[config.mk]
export PLATFORM = sky130hd
export DESIGN_NAME = cpu_run_controller
export DESIGN_NICKNAME = d
export VERILOG_FILES = /design/src/rtl/cpu_run_controller_pkg.sv /design/src/rtl/cpu_run_controller_debounce.sv /design/src/rtl/cpu_run_controller.sv
export SDC_FILE = /design/constraint.sdc
export NUM_CORES = 1
export LEC_CHECK = 0
export ABC_AREA = 1
export CORE_MARGIN = 2
export CORE_UTILIZATION = 50
export CTS_CLUSTER_DIAMETER = 80
export CTS_CLUSTER_SIZE = 28
export DETAILED_ROUTE_END_ITERATION = 12
export HOLD_SLACK_MARGIN = 0.05
export PLACE_DENSITY = 0.82
export SLEW_MARGIN = 20
export SYNTH_ARGS = -nofsm -noshare
export SYNTH_HDL_FRONTEND = slang
export SYNTH_HIERARCHICAL = 1
export SYNTH_SLANG_ARGS = --single-unit
[constraint.sdc]
create_clock -name clock -period 3.4 [get_ports clock]
set_input_delay 0.68 -clock clock [delete_from_list [all_inputs] [get_ports clock]]
set_output_delay 0.68 -clock clock [all_outputs]
set_load 0.005 [all_outputs]
[src/rtl/cpu_run_controller_pkg.sv]
// Shared types for the run/halt/single-step controller: the sequencer state
// encoding that is also driven straight onto the state output.
package cpu_run_controller_pkg;

    typedef enum logic [1:0] {
        ST_HALT  = 2'b00,
        ST_RUN   = 2'b01,
        ST_STEP  = 2'b10,
        ST_BREAK = 2'b11
    } run_state_e;

    function automatic logic is_stopped(input run_state_e st);
        return (st == ST_HALT) || (st == ST_BREAK);
    endfunction

    function automatic logic is_executing(input run_state_e st);
        return (st == ST_RUN) || (st == ST_STEP);
    endfunction

endpackage

[src/rtl/cpu_run_controller_debounce.sv]
// Button conditioner: 2-flop synchronizer, stability counter and a one-cycle
// pulse on the rising edge of the accepted level.
module button_debounce #(
    parameter int DEBOUNCE_CYCLES = 45000
) (
    input  logic clock,
    input  logic reset,
    input  logic raw,
    output logic level,
    output logic rise_pulse
);

    localparam int CW = (DEBOUNCE_CYCLES < 2) ? 1 : $clog2(DEBOUNCE_CYCLES + 1);
    localparam logic [CW-1:0] CNT_LAST = CW'(DEBOUNCE_CYCLES - 1);

    logic          sync1_q, sync1_d;
    logic          sync2_q, sync2_d;
    logic          level_q, level_d;
    logic [CW-1:0] cnt_q, cnt_d;
    logic          differs;
    logic          accept;

    // NOTE: every signal written here gets its default first, so no path leaves it unassigned and no latch is inferred.
    always_comb begin
        sync1_d = raw;
        sync2_d = sync1_q;
        level_d = level_q;
        cnt_d   = '0;
        differs = (sync2_q != level_q);
        accept  = differs && (cnt_q == CNT_LAST);
        if (accept) begin
            level_d = sync2_q;
        end else if (differs) begin
            cnt_d = cnt_q + CW'(1);
        end
    end

    // The pulse is taken from the accept condition so it coincides with the edge that raises the level.
    assign rise_pulse = accept & sync2_q & ~reset;
    assign level      = level_q;

    // NOTE: state flops use non-blocking assignments so every flop samples its pre-edge inputs.
    always_ff @(posedge clock) begin
        if (reset) begin
            sync1_q <= 1'b0;
            sync2_q <= 1'b0;
            level_q <= 1'b0;
            cnt_q   <= '0;
        end else begin
            sync1_q <= sync1_d;
            sync2_q <= sync2_d;
            level_q <= level_d;
            cnt_q   <= cnt_d;
        end
    end

endmodule

[src/rtl/cpu_run_controller.sv]
// Run/halt/single-step sequencer producing the core clock enable, with a PC
// breakpoint and a free-running count of enabled cycles.
module cpu_run_controller
    import cpu_run_controller_pkg::*;
#(
    parameter int DEBOUNCE_CYCLES = 45000,
    parameter int STEP_CYCLES     = 1,
    parameter int PC_WIDTH        = 16
) (
    input  logic                clock,
    input  logic                reset,
    input  logic                btn_run,
    input  logic                btn_step,
    input  logic [PC_WIDTH-1:0] pc,
    input  logic [PC_WIDTH-1:0] bp_addr,
    input  logic                bp_enable,
    output logic                cpu_en,
    output logic [1:0]          state,
    output logic [31:0]         cycle_cnt
);

    localparam int SW = (STEP_CYCLES < 2) ? 1 : $clog2(STEP_CYCLES + 1);
    localparam logic [SW-1:0] STEP_LOAD = SW'(STEP_CYCLES);

    logic run_p, step_p;
    logic run_level_unused, step_level_unused;

    button_debounce #(.DEBOUNCE_CYCLES(DEBOUNCE_CYCLES)) u_run_db (
        .clock      (clock),
        .reset      (reset),
        .raw        (btn_run),
        .level      (run_level_unused),
        .rise_pulse (run_p)
    );

    button_debounce #(.DEBOUNCE_CYCLES(DEBOUNCE_CYCLES)) u_step_db (
        .clock      (clock),
        .reset      (reset),
        .raw        (btn_step),
        .level      (step_level_unused),
        .rise_pulse (step_p)
    );

    run_state_e    state_q, state_d;
    logic [SW-1:0] step_left_q, step_left_d;
    logic          bp_skip_q, bp_skip_d;
    logic [31:0]   cycle_cnt_q, cycle_cnt_d;
    logic          at_bp;
    logic          bp_hit;
    logic          cpu_en_w;

    always_comb begin
        at_bp       = (pc == bp_addr);
        bp_hit      = bp_enable & at_bp & ~bp_skip_q;
        // The breakpointed instruction is held off in the very cycle the match is seen.
        cpu_en_w    = ~reset & (((state_q == ST_RUN) & ~bp_hit) | (state_q == ST_STEP));
        state_d     = state_q;
        step_left_d = step_left_q;
        bp_skip_d   = bp_skip_q;

        case (state_q)
            ST_HALT, ST_BREAK: begin
                if (run_p) begin
                    state_d = ST_RUN;
                end else if (step_p) begin
                    state_d     = ST_STEP;
                    step_left_d = STEP_LOAD;
                end
            end
            ST_RUN: begin
                if (run_p) begin
                    state_d = ST_HALT;
                end else if (bp_hit) begin
                    state_d = ST_BREAK;
                end
            end
            ST_STEP: begin
                step_left_d = step_left_q - SW'(1);
                if (step_left_q <= SW'(1)) begin
                    state_d = ST_HALT;
                end
            end
            default: state_d = ST_HALT;
        endcase

        // Resuming on the breakpoint address must let that instruction execute once.
        if (is_stopped(state_q) && is_executing(state_d)) begin
            bp_skip_d = at_bp;
        end else if ((state_q == ST_HALT) || !at_bp) begin
            bp_skip_d = 1'b0;
        end

        cycle_cnt_d = cycle_cnt_q + {31'd0, cpu_en_w};
    end

    always_ff @(posedge clock) begin
        if (reset) begin
            state_q     <= ST_HALT;
            step_left_q <= '0;
            bp_skip_q   <= 1'b0;
            cycle_cnt_q <= '0;
        end else begin
            state_q     <= state_d;
            step_left_q <= step_left_d;
            bp_skip_q   <= bp_skip_d;
            cycle_cnt_q <= cycle_cnt_d;
        end
    end

    assign cpu_en    = cpu_en_w;
    assign state     = state_q;
    assign cycle_cnt = cycle_cnt_q;

endmodule
==> impl_metrics.yaml <==
routing:
  ant_nets: 0
  routed.top_layer: "met4"
  wl_met3_um: 420
  vias: 4030
  drcViolationCount: 0
  first_pass_iters: 4
  viasPerCell: 4.88
  drtIter0Drc: 147
  drt-met1-wl_um: 3940
  wirelength_um: 9220
  wl_met2_um: 4680
  wl_per_cell_um: 11.2
floorplanning:
  io_pins: 72
  die_h_um: 95.3
  die-area_um2: 9080
  start_util_pct: 51.2
  std_cell_rows: 33
  fp.dieW_um: 95.3
  coreArea_um2: 8130
sta:
  drv_slew: 0
  timing.final.ws_setup_ps: 153
  skew_ps: 12.0
  fin_hold_ws_ps: 409
  relSlewSlack_pct: 59.1
  hold_viol_final: 0
  clock.fmax_mhz: 308
  fin_crit_ps: 3250
  tightest_slew_ps: 613
  post-route-period-util_pct: 95.5
  setup_violations: 0
  finalSetupTns_ps: 0
setup_path:
  r2r_slack_ps: 900
  r2r_end: "cycle_cnt[31]"
  reg2reg_from: "state[1]"
  rr_worst_depth: 17
  startpoint_type: "input pin"
  endpoint_kind: "primary output"
  required_ps: 2720
  critPathLaunch: "bp_addr[2]"
  arrival_ps: 2570
  crit_fanout: 3
  worstSetupPathType: "input pin to primary output"
  worstSetupEndpoint: "cpu_en"
pwr:
  p_per_area_nw_per_um2: 303
  max-vdd-ir-drop_mv: 0.212
  p_leak_nw: 2.26
clock_network:
  insertion_delay_ps: 350
  cts_tree: "built"
  clockRootBuffer: "clkbuf_8"
  hold_buffers: 0
  htree_levels: 3
  clk_transition_reported_paths_ps: 80
  clock-sinks: 73
  clock_path_buffers: 2
  numCtsBuffers: 9
  cts_setup_buffers: 0
  cts_resized: 0
logic_synthesis:
  synth_nets: 672
  syn_avg_cell_area_um2: 6.63
  synth_cells: 628
  ys_seq_area_share_pct: 35.1
  synth_cell_types: 38
  synth_area_um2: 4170
  yosysWarnings: 6
  ys_ff_latch: 73
place:
  place_inst: 809
  place_hpwl_um: 7040
  place_ws_ps: -60.4
  routabilityCongestion: 0.849
  io_buffer_count: 71
global_route:
  grt_overflow_total: 0
  grt_usage_pct: 21.5
  grt_max_degree: 26
  grt_pass1_vias: 3852
  grt_pass1_wl_um: 15800
  grt_antenna_before_repair: 0
final_layout:
  area.growth.synth_to_final_pct: 26.2
  final_cells: 825
  drive_above_1_share_pct: 13.2
  layout.nets: 759
  num_antenna_cells: 0
  utilization_pct: 64.6
hold_path:
  min-delay-start: "u_run_db/sync1_q"
  hp-class: "flop to flop"
flow_run:
  maxCapViolCount: 0
outcome:
  outcome: "completed"
## report_power, final
part           internal (mW)  leakage, nW  switching, mW
combinational         0.0536         1.58         0.0440
sequential             0.857        0.589        0.00164
clock                  0.277       0.0884          0.358
total                   1.19         2.26          0.403
## flip-flops by register name (all words and copies together) (netlist names)
name	count
u_step_db/sync1_q	1
u_run_db/level	1
cycle_cnt	32
u_run_db/cnt_q	16
u_run_db/sync1_q	1
u_step_db/cnt_q	16
bp_skip_q	1
u_step_db/level	1
u_run_db/sync2_q	1
u_step_db/sync2_q	1
state	2
## per-layer routing
metal	vias up	global-route usage [%]
li1	2108	-
met1	1828	24.1
met2	75	39.4
met3	19	4.35
met4	0	8.82
met5	-	0
## logic make-up (layout without fill, tap and decap cells)
kind of cell	Yosys count	in the layout	synth area share, %
AO/OA/AOI/OAI	45	45	6.31
XOR/XNOR	15	15	3.15
adder cells (fa/ha/maj)	7	7	2.10
buffers and inverters	124	216	12.0
flip-flops	73	73	35.1
AND/OR/NAND/NOR	364	364	41.4
## synth_stat cells, drive strengths merged
cell	n	area [um^2]
o21ba	1	10.0
o21ai	14	70.1
a21boi	1	7.51
nor2	128	617
o211a	1	10.0
nand2	161	652
xnor2	5	43.8
o221a	1	11.3
a21o	2	17.5
nand3	42	248
clkbuf	2	7.51
o21a	1	7.51
clkinv	1	3.75
or2	1	6.26
a211oi	1	7.51
buf	3	45.0
inv	118	443
a221oi	1	8.76
o211ai	1	7.51
nand4	14	87.6
xor2	10	87.6
nor3b	3	22.5
dfxtp	73	1460
nor3	15	91.3
ha	7	87.6
a21oi	21	105
## per-stage QoR
stage | power, mW | instance area [um^2]
2_1_floorplan | 0.923 | 4170
4_1_cts | 1.61 | 5220
3_5_place_dp | 0.976 | 5030
3_3_place_gp | 0.973 | 5030
5_1_grt | 1.64 | 5260
6_report | 1.59 | 5260
## layout by cell type (no fill, tap or decap), drive strengths merged
master         Yosys  routed
nor2             128     128
nand2            161     161
xnor2              5       5
o21ba              1       1
buf                3      10
nand3             42      42
clkdlybuf4s50      0      71
or2                1       1
clkbuf             2       9
a21oi             21      21
o21a               1       1
o211ai             1       1
a211oi             1       1
xor2              10      10
o221a              1       1
o211a              1       1
ha                 7       7
clkinvlp           0       2
nand4             14      14
inv              118     122
clkinv             1       2
dfxtp             73      73
o21ai             14      14
a221oi             1       1
nor3              15      15
nor3b              3       3
a21boi             1       1
a21o               2       2
## worst max-delay path, stage by stage
cell             delay, ps
clkdlybuf4s50_1        480
inv_1                   40
nand2_1                 50
nand2_1                 50
nor2_1                 110
nand2_1                 60
nor2_1                 150
nand3_2                120
a21oi_2                150
nor2_2                  60
buf_4                  130
clkdlybuf4s50_1        470
## cell type report
type,count,area [um^2]
clock buffers,9,124
inverters,119,447
fillers,677,2880
clock inverters,7,61.3
multi-input cells,431,2250
repair buffers,81,786
well taps,105,131
flip-flops and latches,73,1460
## how the worst min path moves through the flow
stage | end | cells after the start
finish | u_run_db/sync2_q | 2
global placement | u_run_db/sync2_q | 2
detailed placement | u_run_db/sync2_q | 2
global route | u_run_db/sync2_q | 2
CTS | u_run_db/sync2_q | 2
floorplan | u_run_db/sync2_q | 2
Note: power is estimated with default switching activity, not from simulation.
